`config.mk`:
```
export PLATFORM = sky130hd
export DESIGN_NAME = hazard_control_unit
export DESIGN_NICKNAME = d
export VERILOG_FILES = /design/src/rtl/mips_pkg.sv /design/src/rtl/sat_counter.sv /design/src/rtl/hazard_control_unit.sv
export SDC_FILE = /design/constraint.sdc
export NUM_CORES = 1
export LEC_CHECK = 0
export CORE_AREA = 2 2 39 41
export DETAILED_ROUTE_END_ITERATION = 6
export DIE_AREA = 0 0 41 43
export MAX_ROUTING_LAYER = met4
export PLACE_DENSITY_LB_ADDON = 0.12
export REMOVE_ABC_BUFFERS = 1
export SLEW_MARGIN = 20
export SYNTH_ARGS = -nofsm -noshare
export SYNTH_HDL_FRONTEND = slang
export SYNTH_SLANG_ARGS = --single-unit
export TNS_END_PERCENT = 100
```
`constraint.sdc`:
```
create_clock -name clk -period 2.4 [get_ports clk]
set_input_delay 0.48 -clock clk [delete_from_list [all_inputs] [get_ports clk]]
set_output_delay 0.48 -clock clk [all_outputs]
set_load 0.01 [all_outputs]
```
`src/rtl/mips_pkg.sv`:
```
// Shared types and widths for the pipeline hazard logic.
// Latency: n/a (declarations only).
// Backpressure: n/a.
package mips_pkg;

  // Register-index width of the integer register file.
  localparam int REG_IDX_W = 5;

  // Width of the optional hazard statistics counters.
  localparam int STAT_W = 16;

  // Hazard unit control state: normal issue, or holding for a mult/div.
  typedef enum logic {
    RUN     = 1'b0,
    MD_BUSY = 1'b1
  } hcu_state_t;

endpackage

```
`src/rtl/sat_counter.sv`:
```
// Saturating up-counter; counts qualifying cycles and sticks at all-ones.
// Latency: count visible the cycle after i_inc is sampled.
// Backpressure: none; i_inc is sampled every cycle, rst clears synchronously.
//
// Ports:
//   clk   - rising-edge clock
//   rst   - synchronous active-high clear
//   i_inc - increment request for this cycle
//   o_cnt - current count (saturates at all-ones)
module sat_counter
  import mips_pkg::*;
#(
  parameter int W = STAT_W
) (
  input  logic         clk,
  input  logic         rst,
  input  logic         i_inc,
  output logic [W-1:0] o_cnt
);

  logic [W-1:0] r_cnt;

  always_ff @(posedge clk) begin
    if (rst) begin
      r_cnt <= '0;
    end else if (i_inc && (r_cnt != {W{1'b1}})) begin
      r_cnt <= r_cnt + W'(1);
    end
  end

  assign o_cnt = r_cnt;

endmodule

```
`src/rtl/hazard_control_unit.sv`:
```
// Pipeline hazard control: load-use stall, mult/div hold and taken-branch flush.
// Latency: all outputs combinational from registered state + current inputs.
// Backpressure: drives stage enables low to hold PC/IF/ID; flushes insert bubbles.
//
// Ports:
//   clk, rst                      - clock, synchronous active-high reset
//   memRead_IDEX, RD_IDEX         - EX-stage load flag and destination register
//   RS1_IFID, RS2_IFID, usesRS2_IFID - ID-stage sources and RS2-use flag
//   branchTaken_EX                - branch/jump resolved taken in EX
//   mdStart_IDEX                  - EX-stage instruction is a mult/div
//   PCWrite, IFIDWrite, IDEXWrite - stage enables (0 holds the stage)
//   IDEXFlush, IFIDFlush, EXMEMFlush - bubble insertion
//   mdBusy                        - unit is holding for a mult/div
//   luStallCnt, mdStallCnt, flushCnt - statistics (only with HAZARD_STATS_EN)
//
// Build option: define HAZARD_STATS_EN to add the saturating statistics counters.
// MD_LATENCY is the total mult/div stall in cycles; legal range 2..15.
module hazard_control_unit
  import mips_pkg::*;
#(
  parameter int MD_LATENCY = 4
) (
  input  logic                 clk,
  input  logic                 rst,
  input  logic                 memRead_IDEX,
  input  logic [REG_IDX_W-1:0] RD_IDEX,
  input  logic [REG_IDX_W-1:0] RS1_IFID,
  input  logic [REG_IDX_W-1:0] RS2_IFID,
  input  logic                 usesRS2_IFID,
  input  logic                 branchTaken_EX,
  input  logic                 mdStart_IDEX,
  output logic                 PCWrite,
  output logic                 IFIDWrite,
  output logic                 IDEXWrite,
  output logic                 IDEXFlush,
  output logic                 IFIDFlush,
  output logic                 EXMEMFlush,
  output logic                 mdBusy
`ifdef HAZARD_STATS_EN
  ,
  output logic [STAT_W-1:0]    luStallCnt,
  output logic [STAT_W-1:0]    mdStallCnt,
  output logic [STAT_W-1:0]    flushCnt
`endif
);

  localparam int CNT_W = $clog2(MD_LATENCY + 1);
  // The start cycle is the first stall cycle, so the busy phase covers the rest.
  localparam logic [CNT_W-1:0] CNT_LOAD = CNT_W'(MD_LATENCY - 1);

  hcu_state_t       r_state;
  hcu_state_t       w_next_state;
  logic [CNT_W-1:0] r_md_cnt;
  logic [CNT_W-1:0] w_next_cnt;
  logic             w_load_use;

  // x0 is hardwired to zero, so a load targeting it never creates a hazard.
  assign w_load_use = memRead_IDEX && (RD_IDEX != '0) &&
                      ((RD_IDEX == RS1_IFID) ||
                       (usesRS2_IFID && (RD_IDEX == RS2_IFID)));

  always_ff @(posedge clk) begin
    if (rst) begin
      r_state  <= RUN;
      r_md_cnt <= '0;
    end else begin
      r_state  <= w_next_state;
      r_md_cnt <= w_next_cnt;
    end
  end

  always_comb begin
    w_next_state = r_state;
    w_next_cnt   = r_md_cnt;
    PCWrite      = 1'b1;
    IFIDWrite    = 1'b1;
    IDEXWrite    = 1'b1;
    IDEXFlush    = 1'b0;
    IFIDFlush    = 1'b0;
    EXMEMFlush   = 1'b0;
    mdBusy       = 1'b0;

    // Reset forces default outputs even if the state register still says busy.
    if (!rst) begin
      unique case (r_state)
        RUN: begin
          if (branchTaken_EX) begin
            // Branch wins over load-use and mdStart: squash the wrong-path
            // IF and ID instructions and let PC load the target.
            IFIDFlush = 1'b1;
            IDEXFlush = 1'b1;
          end else if (mdStart_IDEX) begin
            PCWrite      = 1'b0;
            IFIDWrite    = 1'b0;
            IDEXWrite    = 1'b0;
            EXMEMFlush   = 1'b1;
            w_next_state = MD_BUSY;
            w_next_cnt   = CNT_LOAD;
          end else if (w_load_use) begin
            PCWrite   = 1'b0;
            IFIDWrite = 1'b0;
            IDEXFlush = 1'b1;
          end
        end
        MD_BUSY: begin
          // Held mult/div keeps asserting mdStart; branch and load-use
          // are ignored until the hold ends.
          PCWrite    = 1'b0;
          IFIDWrite  = 1'b0;
          IDEXWrite  = 1'b0;
          EXMEMFlush = 1'b1;
          mdBusy     = 1'b1;
          if (r_md_cnt <= CNT_W'(1)) begin
            w_next_state = RUN;
            w_next_cnt   = '0;
          end else begin
            w_next_cnt = r_md_cnt - CNT_W'(1);
          end
        end
        default: begin
          w_next_state = RUN;
          w_next_cnt   = '0;
        end
      endcase
    end
  end

`ifdef HAZARD_STATS_EN
  logic w_lu_stall;
  logic w_md_stall;
  logic w_br_flush;

  // Classify the cycle from the outputs: only a mult/div hold drops IDEXWrite,
  // only a branch raises IFIDFlush, and load-use is the remaining ID/EX bubble.
  assign w_md_stall = !IDEXWrite;
  assign w_br_flush = IFIDFlush;
  assign w_lu_stall = IDEXFlush && !IFIDFlush;

  sat_counter #(.W(STAT_W)) u_lu_cnt (
    .clk   (clk),
    .rst   (rst),
    .i_inc (w_lu_stall),
    .o_cnt (luStallCnt)
  );

  sat_counter #(.W(STAT_W)) u_md_cnt (
    .clk   (clk),
    .rst   (rst),
    .i_inc (w_md_stall),
    .o_cnt (mdStallCnt)
  );

  sat_counter #(.W(STAT_W)) u_flush_cnt (
    .clk   (clk),
    .rst   (rst),
    .i_inc (w_br_flush),
    .o_cnt (flushCnt)
  );
`endif

endmodule

```
# ---- Yosys cells after proc, flatten, opt, wreduce, memory -nomap -nowiden
# Index checks and enable logic that the tools add are counted.
dict set report totals {
  reg_bits 4
  in_bits 21
  out_inout_bits 7
}
dict set report classes {
  n_addsub 1
  magnitude_cmp 1
  eq_ne 4
  n_mux 29
  bitwise_logic 1
  reduce_logical 6
}
# cell count
set ops {}
lappend ops {{$mux 1} 21}
lappend ops {{$eq 5x5->1} 2}
lappend ops {{$mux 3} 3}
lappend ops {{$pmux 1 s2} 4}
lappend ops {{$pmux 3 s2} 1}
lappend ops {{$reduce_bool 5->1} 1}
lappend ops {{$ne 2x2->1 const B} 2}
lappend ops {{$le 3x1->1 const B} 1}
lappend ops {{$logic_and 1x1->1} 3}
lappend ops {{$sub 3x1->3 const B} 1}
lappend ops {{$reduce_and 2->1} 1}
lappend ops {{$logic_or 1x1->1} 1}
lappend ops {{$not 1->1} 1}

# ---- Longest topological paths before layout
dict set report depth {
  ltp_word 9
  depth_mapped 5
}

# ---- Worst setup path before layout
# No wires, ideal clock.
dict set report synth_path {
  path_kind {input port to output port}
  from {input port RD_IDEX[3]}
  to {output port PCWrite}
  arrival_time_ns 1.607
  t_required_ns 1.920
  slack_ns 0.313
  path_stages 5
  n_path_buf 1
  cell_sequence {xor2_1 -> nor4_2 -> a32oi_1 -> o41a_1 -> buf_4}
}
dict set report synth_via {
  elab_chain_len 9
  word_cells_on_any_way 12
}
# item line
set synth_lines {}
lappend synth_lines {{from (decl)} hazard_control_unit.sv:26} ;# input logic [REG_IDX_W-1:0] RD_IDEX,
lappend synth_lines {{$eq 5x5->1} hazard_control_unit.sv:60} ;# (usesRS2_IFID && (RD_IDEX == RS2_IFID)));
lappend synth_lines {{$logic_and 1x1->1} hazard_control_unit.sv:60}
lappend synth_lines {{$logic_or 1x1->1} hazard_control_unit.sv:59} ;# ((RD_IDEX == RS1_IFID) ||
lappend synth_lines {{$logic_and 1x1->1 (*)} hazard_control_unit.sv:58} ;# assign w_load_use = memRead_IDEX && (RD_IDEX != '0) &&
lappend synth_lines {{$mux 1 (*) (3 in series)} n/a}
lappend synth_lines {{$pmux 1 s2 (*)} n/a}
lappend synth_lines {{$mux 1 (*)} n/a}
lappend synth_lines {{to (decl)} hazard_control_unit.sv:32} ;# output logic PCWrite,
# Mark *: on every way between the ends. The rest lies on a longest branch, timed or not.

# ---- Worst setup path after layout
dict set report layout_path {
  from {input port RS2_IFID[2]}
  to {output port IFIDWrite}
}
dict set report layout_via {
  elab_chain_len 9
}
# item line
set layout_lines {}
lappend layout_lines {{from (decl)} hazard_control_unit.sv:28} ;# input logic [REG_IDX_W-1:0] RS2_IFID,
lappend layout_lines {{$eq 5x5->1} hazard_control_unit.sv:60}
lappend layout_lines {{$logic_and 1x1->1} hazard_control_unit.sv:60}
lappend layout_lines {{$logic_or 1x1->1} hazard_control_unit.sv:59}
lappend layout_lines {{$logic_and 1x1->1} hazard_control_unit.sv:58}
lappend layout_lines {{$mux 1} hazard_control_unit.sv:99} ;# end else if (w_load_use) begin
lappend layout_lines {{$mux 1} hazard_control_unit.sv:92} ;# end else if (mdStart_IDEX) begin
lappend layout_lines {{$mux 1} hazard_control_unit.sv:87} ;# if (branchTaken_EX) begin
lappend layout_lines {{$pmux 1 s2} hazard_control_unit.sv:85} ;# unique case (r_state)
lappend layout_lines {{$mux 1} hazard_control_unit.sv:84} ;# if (!rst) begin
lappend layout_lines {{to (decl)} hazard_control_unit.sv:33} ;# output logic IFIDWrite,
# Every way passes these cells.

==> impl_metrics.tcl <==
set metrics [dict create \
    status "finished, final reports clean" \
    setup_viol 0 \
    syn_area_um2 392 \
    p_comb_frac 0.405 \
    r2r-start "r_md_cnt[1]" \
    holdCritStartpoint "r_md_cnt[2]" \
    syn_inst 48 \
    dp_cells 96 \
    place_congestion 0.752 \
    post-synth-top-count-cell "xor2_1" \
    die_y_um 43 \
    dp_hpwl_um 899 \
    final_area_um2 733 \
    synth_area_leaders "dfxtp_1 (20%), xor2_1 (20%), ha_1 (6.4%)" \
    worstMarginPinSlew_ns 0.326 \
    rsz0062_at_grt "no" \
    hp-class "reg -> reg" \
    critPathLaunch "RS2_IFID[2]" \
    internal_power_mw 0.192 \
    core_um2 1380 \
    fin_skew_ns 0.00246 \
    syn2layout_area_growth_pct 87.2 \
    root_buffer "clkbuf_4" \
    reg2reg_to "r_md_cnt[1]" \
    via_per_inst 4.72 \
    crit_arrival_ns 1.84 \
    ys_ff_latch 4 \
    switching_share 0.292 \
    overflow 0 \
    power_mw 0.271 \
    antenna_found_initial 0 \
    diodes 0 \
    grt_pass1_vias 467 \
    max-clock-path-buffers 2 \
    grt_max_degree 11 \
    rr_worst_depth 5 \
    place_ws_ns -0.523 \
    start_kind "input port" \
    slowest_stage "o41a_1" \
    cts_buffers 3 \
    drc 0 \
    syn_avg_cell_area_um2 8.16 \
    start_util 0.283 \
    yosysSeqAreaShare 0.204 \
    synthArstFlopShare 0 \
    drt_iter0_markers 6 \
    ys.flop_type "dfxtp_1" \
    wirelength_mm 1.10 \
    layoutNonFillerInstCount 99 \
    sequentialPowerShare 0.291 \
    insertion_delay_ns 0.24 \
    slew_headroom 0.783 \
    grt.total_usage 0.147 \
    synth_edf_count 0 \
    io_pins 28 \
    portBuffers 27 \
    vdd_drop_max_v 0.000166 \
    finalHoldViolations 0 \
    ys_types 23 \
    cts-hold-fix-buffers 0 \
    setup.worst_path.end_class "output pin" \
    fmax_mhz 431 \
    cap_violations 0 \
    num_vias 467 \
    final_nets 108 \
    cpPeakStageDelay_ns 0.40 \
    wl_per_cell_um 11.1 \
    placed_cell_area_um2 723 \
    rows 14 \
    pwr-share-clk 0.304 \
    die_area_um2 1760 \
    holdPathEnd "r_md_cnt[2]" \
    clkSinkCount 4 \
    finalCriticalPeriod_ns 2.32 \
    grt_pass1_wl_mm 1.75 \
    p_per_area_nw_per_um2 370 \
    yosysTopAreaCell "dfxtp_1" \
    yosysTopAreaCellShare 0.204 \
    die_x_um 41 \
    cp.required_ns 1.92 \
    period_share 0.966 \
    tritoncts "done" \
    drive_gt1_frac 0.241 \
    ys_warn_count 0 \
    cellLeakagePower_nw 0.337 \
    cp_cell_sequence "dlygate4sd2_1 > xor2_1 > nor4_2 > a32oi_1 > o41a_1 > buf_2" \
    switchingPower_mw 0.0792 \
    crit_type "in -> out" \
    synth_common_cells "xor2_1 (9), dfxtp_1 (4), inv_1 (4)" \
    slew_viol_final 0 \
    path_max_fanout 2 \
    min_delay_path_depth 2 \
    cts_max_level 1 \
    finalWorstSetupSlack_ns 0.0810 \
    cts.reportedPaths.clkPinSlew_ns 0.04 \
    ant_nets 0 \
    dr.pass1.iters 3 \
    rrSetupSlack_ns 1.13 \
]
## worst max-delay path by stage
stage                end  slack (ns)  cells past startpoint
4_1_cts        IFIDWrite      0.0002                      6
2_1_floorplan  IFIDWrite        0.44                      4
5_1_grt        IFIDWrite       0.009                      6
3_5_place_dp   IFIDWrite       -0.52                      6
3_3_place_gp   IFIDWrite       -0.51                      6
6_report       IFIDWrite        0.08                      6
## cells in the final DEF (no fill, tap or decap), types with 2 or more instances in the layout
master,n
dlygate4sd2_1,10
clkdlybuf4s50_1,10
xor2_1,9
buf_4,7
inv_1,4
dfxtp_1,4
nor2_1,3
o21bai_1,3
a21oi_1,3
clkbuf_4,3
nor2b_1,2
ha_1,2
clkbuf_2,2
dlymetal6s2s_1,2
buf_2,2
## worst max-delay path: cells and delay by family
family          cells  cell delay (ns)
buf+inv             2             0.39
compound gates      2             0.56
simple gates        1             0.27
xor+xnor            1             0.15
## state kept, by name (all words and copies together), names as in the netlist
signal    flops
r_state       1
r_md_cnt      3
## power groups by stage
stage | Clock, mW | Combinational [mW] | Sequential [mW]
final | 0.0824 | 0.110 | 0.0789
after CTS | 0.0870 | 0.111 | 0.0787
after global placement | 0 | 0.120 | 0.0794
after detailed placement | 0 | 0.120 | 0.0795
after global routing | 0.0924 | 0.122 | 0.0800
after floorplan | 0 | 0.0490 | 0.0779
## area by class of cell
class                      instances  area [um^2]
tap                               16         20.0
clock buffer                       3         22.5
inverter                           4         15.0
fill                             144          651
multi-input combinational         38          300
sequential                         4         80.1
timing repair buffer              34          295
## routing by layer
layer | vias up | GRT usage | share of wire
met1 | 209 | 0.191 | 0.46
met5 | - | - | 0
li1 | 238 | - | -
met2 | 18 | 0.213 | 0.47
met4 | 0 | 0.0600 | 0.015
met3 | 2 | 0.0314 | 0.058
## through the flow
stage / TNS (ns) / utilization / hold WS [ns]
after CTS: 0 / 0.530 / 0.494
after floorplan: 0 / - / 0.448
final: 0 / 0.530 / 0.495
after detailed placement: -1.86 / 0.523 / 0.488
after global routing: 0 / 0.530 / 0.527
after global placement: -1.84 / 0.523 / 0.475
## cells by family after synthesis
family	Yosys count	synth area share
and+or+nand+nor	15	0.246
adders and majority gates	2	0.0639
AOI/OAI and AO/OA	11	0.195
buffers and inverters	6	0.0671
xor gates and xnor gates	10	0.224
DFF	4	0.204
## what timing repair did
action | in CTS | in global routing
resized for setup | 27 | 6
pin swaps | 4 | 4
setup endpoints to repair | 6 | 3
setup buffers | 0 | 0
Note: power is estimated with default switching activity, not from simulation.
